===== src/rtl/sp_ram_req_ctrl_if.sv =====
// Request/response channel between a requester and sp_ram_req_ctrl.
// Request: valid/ready with write enable, word address and write data.
// Response: valid/ready carrying read data in request order.
interface sp_ram_req_ctrl_if #(
  parameter int unsigned ADR_BIT = 6,
  parameter int unsigned DAT_BIT = 32
);
  logic               req_valid;
  logic               req_ready;
  logic               req_we;
  logic [ADR_BIT-1:0] req_addr;
  logic [DAT_BIT-1:0] req_wdata;
  logic               rsp_valid;
  logic               rsp_ready;
  logic [DAT_BIT-1:0] rsp_rdata;

  // Requester / response consumer side
  modport master (
    output req_valid, req_we, req_addr, req_wdata, rsp_ready,
    input  req_ready, rsp_valid, rsp_rdata
  );

  // Controller side
  modport slave (
    input  req_valid, req_we, req_addr, req_wdata, rsp_ready,
    output req_ready, rsp_valid, rsp_rdata
  );
endinterface


===== src/rtl/sp_ram_req_ctrl.sv =====
// sp_ram_req_ctrl: valid/ready front-end for a single-port SRAM with
// active-low CEN/WEN and a fixed 1-cycle read latency. Read data is
// captured into a 2-entry in-order response FIFO; request acceptance is
// throttled so that the FIFO can never overflow.
//
// Optional build macro SP_RAM_CLR_ON_RST_EN: after reset, sweep all RAM
// words to zero (init_busy=1, requests blocked) before entering normal
// operation. Without the macro init_busy is tied to 0.
module sp_ram_req_ctrl #(
  parameter int unsigned ADR_BIT = 6,
  parameter int unsigned DAT_BIT = 32
) (
  input  logic               clk,
  input  logic               rst,
  sp_ram_req_ctrl_if.slave   bus,
  output logic               init_busy,
  output logic               ram_cen,
  output logic               ram_wen,
  output logic [ADR_BIT-1:0] ram_addr,
  output logic [DAT_BIT-1:0] ram_wdata,
  input  logic [DAT_BIT-1:0] ram_rdata
);

  logic               fire;
  logic               pop;
  logic               push;
  logic               req_ready;
  logic [2:0]         occ;
  logic [1:0]         count_q, count_d;
  logic               inflight_q, inflight_d;
  logic               rd_ptr_q, wr_ptr_q;
  logic [DAT_BIT-1:0] fifo_q [2];

`ifdef SP_RAM_CLR_ON_RST_EN
  localparam int unsigned DEPTH = 2 ** ADR_BIT;
  localparam logic [ADR_BIT-1:0] LAST_ADDR = ADR_BIT'(DEPTH - 1);

  typedef enum logic {ST_INIT, ST_RUN} state_e;

  state_e             state_q, state_d;
  logic [ADR_BIT-1:0] clr_addr_q, clr_addr_d;
  logic               init_busy_q, init_busy_d;

  // Clear-sweep state register; reset always restarts the sweep at 0
  always_ff @(posedge clk or posedge rst) begin
    if (rst) begin
      state_q     <= ST_INIT;
      clr_addr_q  <= '0;
      init_busy_q <= 1'b1;
    end else begin
      state_q     <= state_d;
      clr_addr_q  <= clr_addr_d;
      init_busy_q <= init_busy_d;
    end
  end

  // Clear-sweep next state: one word per cycle, leave INIT after the last word
  always_comb begin
    state_d     = state_q;
    clr_addr_d  = clr_addr_q;
    init_busy_d = init_busy_q;
    case (state_q)
      ST_INIT: begin
        clr_addr_d = clr_addr_q + ADR_BIT'(1);
        if (clr_addr_q == LAST_ADDR) begin
          state_d     = ST_RUN;
          init_busy_d = 1'b0;
        end
      end
      ST_RUN: begin
        init_busy_d = 1'b0;
      end
      default: begin
        state_d     = ST_INIT;
        clr_addr_d  = '0;
        init_busy_d = 1'b1;
      end
    endcase
  end

  assign init_busy = init_busy_q;
`else
  assign init_busy = 1'b0;
`endif

  // Handshake decode; pop feeds req_ready so a draining FIFO keeps full rate
  assign pop       = bus.rsp_valid & bus.rsp_ready;
  assign push      = inflight_q;
  assign occ       = {1'b0, count_q} + 3'(inflight_q) - 3'(pop);
  assign req_ready = ~init_busy & ~rst & (occ < 3'd2);
  assign fire      = bus.req_valid & req_ready;

  assign bus.req_ready = req_ready;
  assign bus.rsp_valid = (count_q != 2'd0);
  assign bus.rsp_rdata = fifo_q[rd_ptr_q];

  // RAM strobes: straight from fire, or the clear sweep when it is active
  always_comb begin
    ram_cen   = ~fire;
    ram_wen   = ~(fire & bus.req_we);
    ram_addr  = bus.req_addr;
    ram_wdata = bus.req_wdata;
`ifdef SP_RAM_CLR_ON_RST_EN
    if (init_busy_q && !rst) begin
      ram_cen   = 1'b0;
      ram_wen   = 1'b0;
      ram_addr  = clr_addr_q;
      ram_wdata = '0;
    end
`endif
  end

  // Next occupancy and read-in-flight flag
  always_comb begin
    inflight_d = fire & ~bus.req_we;
    count_d    = count_q;
    case ({push, pop})
      2'b10:   count_d = count_q + 2'd1;
      2'b01:   count_d = count_q - 2'd1;
      default: count_d = count_q;
    endcase
  end

  // Response FIFO storage and pointers; reset drops in-flight and queued data
  always_ff @(posedge clk or posedge rst) begin
    if (rst) begin
      count_q    <= '0;
      inflight_q <= 1'b0;
      rd_ptr_q   <= 1'b0;
      wr_ptr_q   <= 1'b0;
      fifo_q[0]  <= '0;
      fifo_q[1]  <= '0;
    end else begin
      count_q    <= count_d;
      inflight_q <= inflight_d;
      if (push) begin
        fifo_q[wr_ptr_q] <= ram_rdata;
        wr_ptr_q         <= ~wr_ptr_q;
      end
      if (pop) begin
        rd_ptr_q <= ~rd_ptr_q;
      end
    end
  end

endmodule


===== src/flat_wrapper.sv =====
// flat-port wrapper written by rule: the top's interface ports become plain ports
module sp_ram_req_ctrl_flat 
#(
  parameter int unsigned ADR_BIT = 6,
  parameter int unsigned DAT_BIT = 32
)
  (clk, rst, init_busy, ram_cen, ram_wen, ram_addr, ram_wdata, ram_rdata, bus_req_valid, bus_req_we, bus_req_addr, bus_req_wdata, bus_rsp_ready, bus_req_ready, bus_rsp_valid, bus_rsp_rdata);
  sp_ram_req_ctrl_if #(.ADR_BIT(ADR_BIT), .DAT_BIT(DAT_BIT)) bus_i ();
  input  logic clk;
  input  logic rst;
  output logic init_busy;
  output logic ram_cen;
  output logic ram_wen;
  output logic [ADR_BIT-1:0] ram_addr;
  output logic [DAT_BIT-1:0] ram_wdata;
  input  logic [DAT_BIT-1:0] ram_rdata;
  input wire logic [$bits(bus_i.req_valid)-1:0] bus_req_valid;
  input wire logic [$bits(bus_i.req_we)-1:0] bus_req_we;
  input wire logic [$bits(bus_i.req_addr)-1:0] bus_req_addr;
  input wire logic [$bits(bus_i.req_wdata)-1:0] bus_req_wdata;
  input wire logic [$bits(bus_i.rsp_ready)-1:0] bus_rsp_ready;
  output wire logic [$bits(bus_i.req_ready)-1:0] bus_req_ready;
  output wire logic [$bits(bus_i.rsp_valid)-1:0] bus_rsp_valid;
  output wire logic [$bits(bus_i.rsp_rdata)-1:0] bus_rsp_rdata;
  assign bus_i.req_valid = bus_req_valid;
  assign bus_i.req_we = bus_req_we;
  assign bus_i.req_addr = bus_req_addr;
  assign bus_i.req_wdata = bus_req_wdata;
  assign bus_i.rsp_ready = bus_rsp_ready;
  assign bus_req_ready = bus_i.req_ready;
  assign bus_rsp_valid = bus_i.rsp_valid;
  assign bus_rsp_rdata = bus_i.rsp_rdata;
  sp_ram_req_ctrl #(.ADR_BIT(ADR_BIT), .DAT_BIT(DAT_BIT)) u_core (.clk(clk), .rst(rst), .bus(bus_i), .init_busy(init_busy), .ram_cen(ram_cen), .ram_wen(ram_wen), .ram_addr(ram_addr), .ram_wdata(ram_wdata), .ram_rdata(ram_rdata));
endmodule

===== config.mk =====
export PLATFORM = sky130hd
export DESIGN_NAME = sp_ram_req_ctrl_flat
export DESIGN_NICKNAME = d
export VERILOG_FILES = /design/src/rtl/sp_ram_req_ctrl_if.sv /design/src/rtl/sp_ram_req_ctrl.sv /design/src/flat_wrapper.sv
export SDC_FILE = /design/constraint.sdc
export NUM_CORES = 1
export LEC_CHECK = 0
export ABC_AREA = 1
export CAP_MARGIN = 5
export CORE_MARGIN = 1.5
export CORE_UTILIZATION = 25
export DETAILED_ROUTE_END_ITERATION = 12
export DONT_BUFFER_PORTS = 1
export PLACE_DENSITY = 0.41
export SETUP_SLACK_MARGIN = 0.4
export SLEW_MARGIN = 0
export SYNTH_ARGS = -nofsm -noshare
export SYNTH_HDL_FRONTEND = slang
export SYNTH_SLANG_ARGS = --single-unit
export TNS_END_PERCENT = 100

===== constraint.sdc =====
create_clock -name clk -period 7.4 [get_ports clk]
set_input_delay 1.11 -clock clk [delete_from_list [all_inputs] [get_ports clk]]
set_output_delay 1.11 -clock clk [all_outputs]
set_load 0.1 [all_outputs]

# Yosys cells after proc, flatten, opt, wreduce, memory -nomap -nowiden
# Index checks and enable logic that the tools add are counted.
# classes
n_addsub	4
reduce_logical	3
muxes	7
eq_ne	2
n_lt_le_gt_ge	4
bitwise	13
# op_table
operator	n
two-way mux 32 bit	4
bitwise mux 64 bit	1
demux 32 bit (select 1 bit)	1
inverter 1 bit	6
bitwise AND 1 bit	5
greater-or-equal comparator 2 bit, second input constant	2
inverter 1 -> 2 bit	2
one-hot mux 2 bit (2 select lines)	1
nonzero test 2 bit	2
adder 2 x 1 -> 3 bit	1
< comparator 3 x 2 -> 1 bit, second input constant	1
subtractor 3 x 1 -> 3 bit	1
adder 2 x 1 -> 2 bit, second input constant	1
== test 2 x 1 -> 1 bit, second input constant	1
== test 2 bit, second input constant	1
< comparator 2 x 1 -> 1 bit, second input constant	1
subtractor 2 x 1 -> 2 bit, second input constant	1
logical AND 1 bit	1
# word_totals
ff_bits	69
word_cells	39
in_bits	75
output_inout_bits	75

# Logic depth before layout (Yosys ltp)
# logic_depth
depth_word	8
mapped_depth	10
mapped_depth_nobuf	10

# Worst setup path before layout
# Ideal clock, no wire load.
# synth_timing
kind	input-to-output
start	in rst
end	out ram_wen
path_buffers	0
t_required_ps	6290
t_arrival_ps	3784
path_slack_ps	2506
stages	4
path_cell_list	inv_1 -> nand2_1 -> nor2_1 -> nand4_1
# synth_between
elab_chain_cells	5
# synth_rtl
item	line_no	rtl
from (decl)	flat_wrapper.sv:10	input logic rst;
inverter 1 bit	sp_ram_req_ctrl.sv:90	assign req_ready = ~init_busy & ~rst & (occ < 3'd2);
bitwise AND 1 bit	sp_ram_req_ctrl.sv:90	
bitwise AND 1 bit	sp_ram_req_ctrl.sv:91	assign fire = bus.req_valid & req_ready;
bitwise AND 1 bit	sp_ram_req_ctrl.sv:100	ram_wen = ~(fire & bus.req_we);
inverter 1 bit	sp_ram_req_ctrl.sv:100	
to (decl)	flat_wrapper.sv:13	output logic ram_wen;
# Every way passes these cells.

# Final worst setup path
# layout_timing
start	in bus_rsp_ready
end	out ram_wen
# layout_between
elab_chain_cells	7
# layout_rtl
item	line_no	rtl
from (decl)	flat_wrapper.sv:21	input wire logic [$bits(bus_i.rsp_ready)-1:0] bus_rsp_ready;
bitwise AND 1 bit	sp_ram_req_ctrl.sv:87	assign pop = bus.rsp_valid & bus.rsp_ready;
subtractor 3 x 1 -> 3 bit	sp_ram_req_ctrl.sv:89	assign occ = {1'b0, count_q} + 3'(inflight_q) - 3'(pop);
< comparator 3 x 2 -> 1 bit	sp_ram_req_ctrl.sv:90	
bitwise AND 1 bit	sp_ram_req_ctrl.sv:90	
bitwise AND 1 bit	sp_ram_req_ctrl.sv:91	
bitwise AND 1 bit	sp_ram_req_ctrl.sv:100	
inverter 1 bit	sp_ram_req_ctrl.sv:100	
# Every way passes these cells.

==> flow_summary.json <==
{
  "status": "complete, no violations",
  "seq_area_frac_synth_pct": 49.9,
  "die_h_um": 121,
  "drc": 0,
  "reg2reg_depth": 9,
  "final_common_cell": "nand2_1",
  "grt_pass1_wl_um": 12300,
  "worstPathArrival_ns": 3.04,
  "dp_slack_ns": 3.15,
  "num_antenna_cells": 0,
  "hp-class": "reg -> reg",
  "path_clk_slew_ns": 0.05,
  "relSlewSlack_pct": 21.1,
  "synthCells": 425,
  "num_vias": 2351,
  "worst_hold_path.num_cells": 2,
  "cts_max_path_buffers": 2,
  "ant_nets": 0,
  "drt_iter0_markers": 130,
  "crit_required_ns": 6.29,
  "rows": 42,
  "timing.fmax_ghz": 0.241,
  "die-area_mm2": 0.0145,
  "synth_area_leaders": "dfrtp_1 50%, nand2_1 19%, buf_4 8.5%",
  "core-area_mm2": 0.0133,
  "synth.top_cell.area_share_pct": 49.9,
  "path_cells": "inv_1 -> nand3_1 -> nand2_1 -> inv_1 -> fa_1 -> nand2_1 -> nor2_1 -> nand4_1",
  "worstSetupEndpointType": "primary output",
  "setup-violations-final": 0,
  "syn_nets": 501,
  "period_minus_slack_ns": 4.15,
  "fillCellCount": 1497,
  "yosysUniqueCellTypes": 19,
  "clkSinkCount": 69,
  "antenna_found_initial": 0,
  "initial_utilization_pct": 25.9,
  "grt_setup_unrepaired": "false",
  "die_w_um": 121,
  "ys_seq_elements": 69,
  "cts-root-buf": "clkbuf_16",
  "grt_usage_pct": 11.2,
  "fin_ws_ns": 3.25,
  "htreeDepth": 3,
  "ys_warn_count": 0,
  "worstPathMaxFanout": 5,
  "slew_violations": 0,
  "area_delta_synth_final_pct": 5.06,
  "postSynthAreaPerCell_um2": 8.14,
  "cts_buffers": 9,
  "critPathKind": "in -> out",
  "ctsResizeCount": 0,
  "critical-path-max-stage-delay_ns": 0.91,
  "dr.pass1.iters": 4,
  "port-buffer-count": 0,
  "clock_latency_ns": 0.33,
  "tightestPinTransition_ns": 1.18,
  "layout_common_cells": "172 x nand2_1, 69 x dfrtp_1, 40 x inv_1",
  "cts_tree": "done",
  "grt_pass1_vias": 2265,
  "cp-start-kind": "primary input",
  "seqCellArea_mm2": 0.00173,
  "hold_buffers": 0,
  "grt_max_degree": 71,
  "slowest_stage": "nand4_1",
  "synth_top_area_cell": "dfrtp_1",
  "hpwlAfterDp_um": 4720,
  "final_util_pct": 27.2,
  "grt_overflow_total": 0,
  "clock_skew_ns": 0.00432,
  "tns_ns": 0,
  "min_period_over_period_pct": 56.1,
  "place.gp.congestion": 0.670,
  "wl_per_cell_um": 13.1,
  "via_per_inst": 4.18,
  "multi_input_area_mm2": 0.00116,
  "final_nets": 458,
  "wl_um": 7400,
  "io_pins": 150,
  "netlist_area_mm2": 0.00346,
  "drive_gt1_share_pct": 12.1,
  "cap_violations": 0,
  "post_cts_buffers": 0,
  "hold_violations": 0
}
-- routing by layer --
layer | vias up | global-route usage [%] | routed length (um)
li1 | 1172 | - | -
met1 | 1084 | 14.4 | 3490
met2 | 72 | 15.7 | 3210
met3 | 23 | 4.20 | 504
met4 | 0 | 6.76 | 200
met5 | - | 0 | 0
-- metrics by stage --
step | area (um^2) | cells | hold slack [ns]
after floorplan | 3460 | 425 | 0.453
after global placement | 3310 | 547 | 0.466
after detailed placement | 3310 | 547 | 0.469
after CTS | 3630 | 563 | 0.482
after global routing | 3630 | 563 | 0.500
final | 3630 | 563 | 0.478
-- area by class of cell --
class / count / area share [%]
Clock inverter: 4 / 1.93
Clock buffer: 12 / 7.06
Timing Repair Buffer: 5 / 1.03
Sequential cell: 69 / 47.5
Tap cell: 176 / 6.06
Multi-Input combinational cell: 254 / 31.9
Inverter: 43 / 4.48
-- registers in the layout, indices dropped and copies added (netlist names) --
| signal | count |
|---|---|
| u_core.count_q | 2 |
| u_core.fifo_q | 64 |
| u_core.inflight_q | 1 |
| u_core.rd_ptr_q | 1 |
| u_core.wr_ptr_q | 1 |
-- cells in the mapped netlist --
cell type	n
dfrtp_1	69
o21ai_2	23
nand4_1	3
or2_1	1
buf_4	39
fa_1	1
inv_2	1
and3_1	1
buf_6	6
nand3_1	3
o21ai_1	9
clkbuf_1	14
nor2_1	6
inv_1	41
nand2_1	173
xor2_1	1
o21ai_0	32
clkinv_1	1
conb_1	1
-- kinds of logic (layout without fill, tap and decap cells) --
group	Yosys count	in the layout	synth area share (%)
simple gates	187	187	20.8
xor+xnor	1	1	0.253
flops	69	69	49.9
other cells	1	1	0.108
fa+ha+maj	1	1	0.579
buf+inv	102	64	16.6
compound gates	64	64	11.8
-- worst max-delay path: cells and delay by family --
family / cells / cell delay (ns)
AND/OR/NAND/NOR: 5 / 1.37
adder cells (fa/ha/maj): 1 / 0.47
buffers and inverters: 2 / 0.10
-- worst paths after layout --
check	start	endpoint	slack, ns
worst max-delay path	bus_rsp_ready	ram_wen	3.25
worst max register to register	u_core.inflight_q	u_core.inflight_q	5.41
max in group asynchronous	rst	u_core.fifo_q[30]	5.89
worst min register to register	u_core.fifo_q[63]	u_core.fifo_q[63]	0.48
min in group asynchronous	rst	u_core.fifo_q[9]	0.94
worst min-delay path	u_core.fifo_q[63]	u_core.fifo_q[63]	0.48
Power is left out: the tool's default activity adds up to more than one toggle a clock period on the data nets, which glitch-free logic cannot reach.
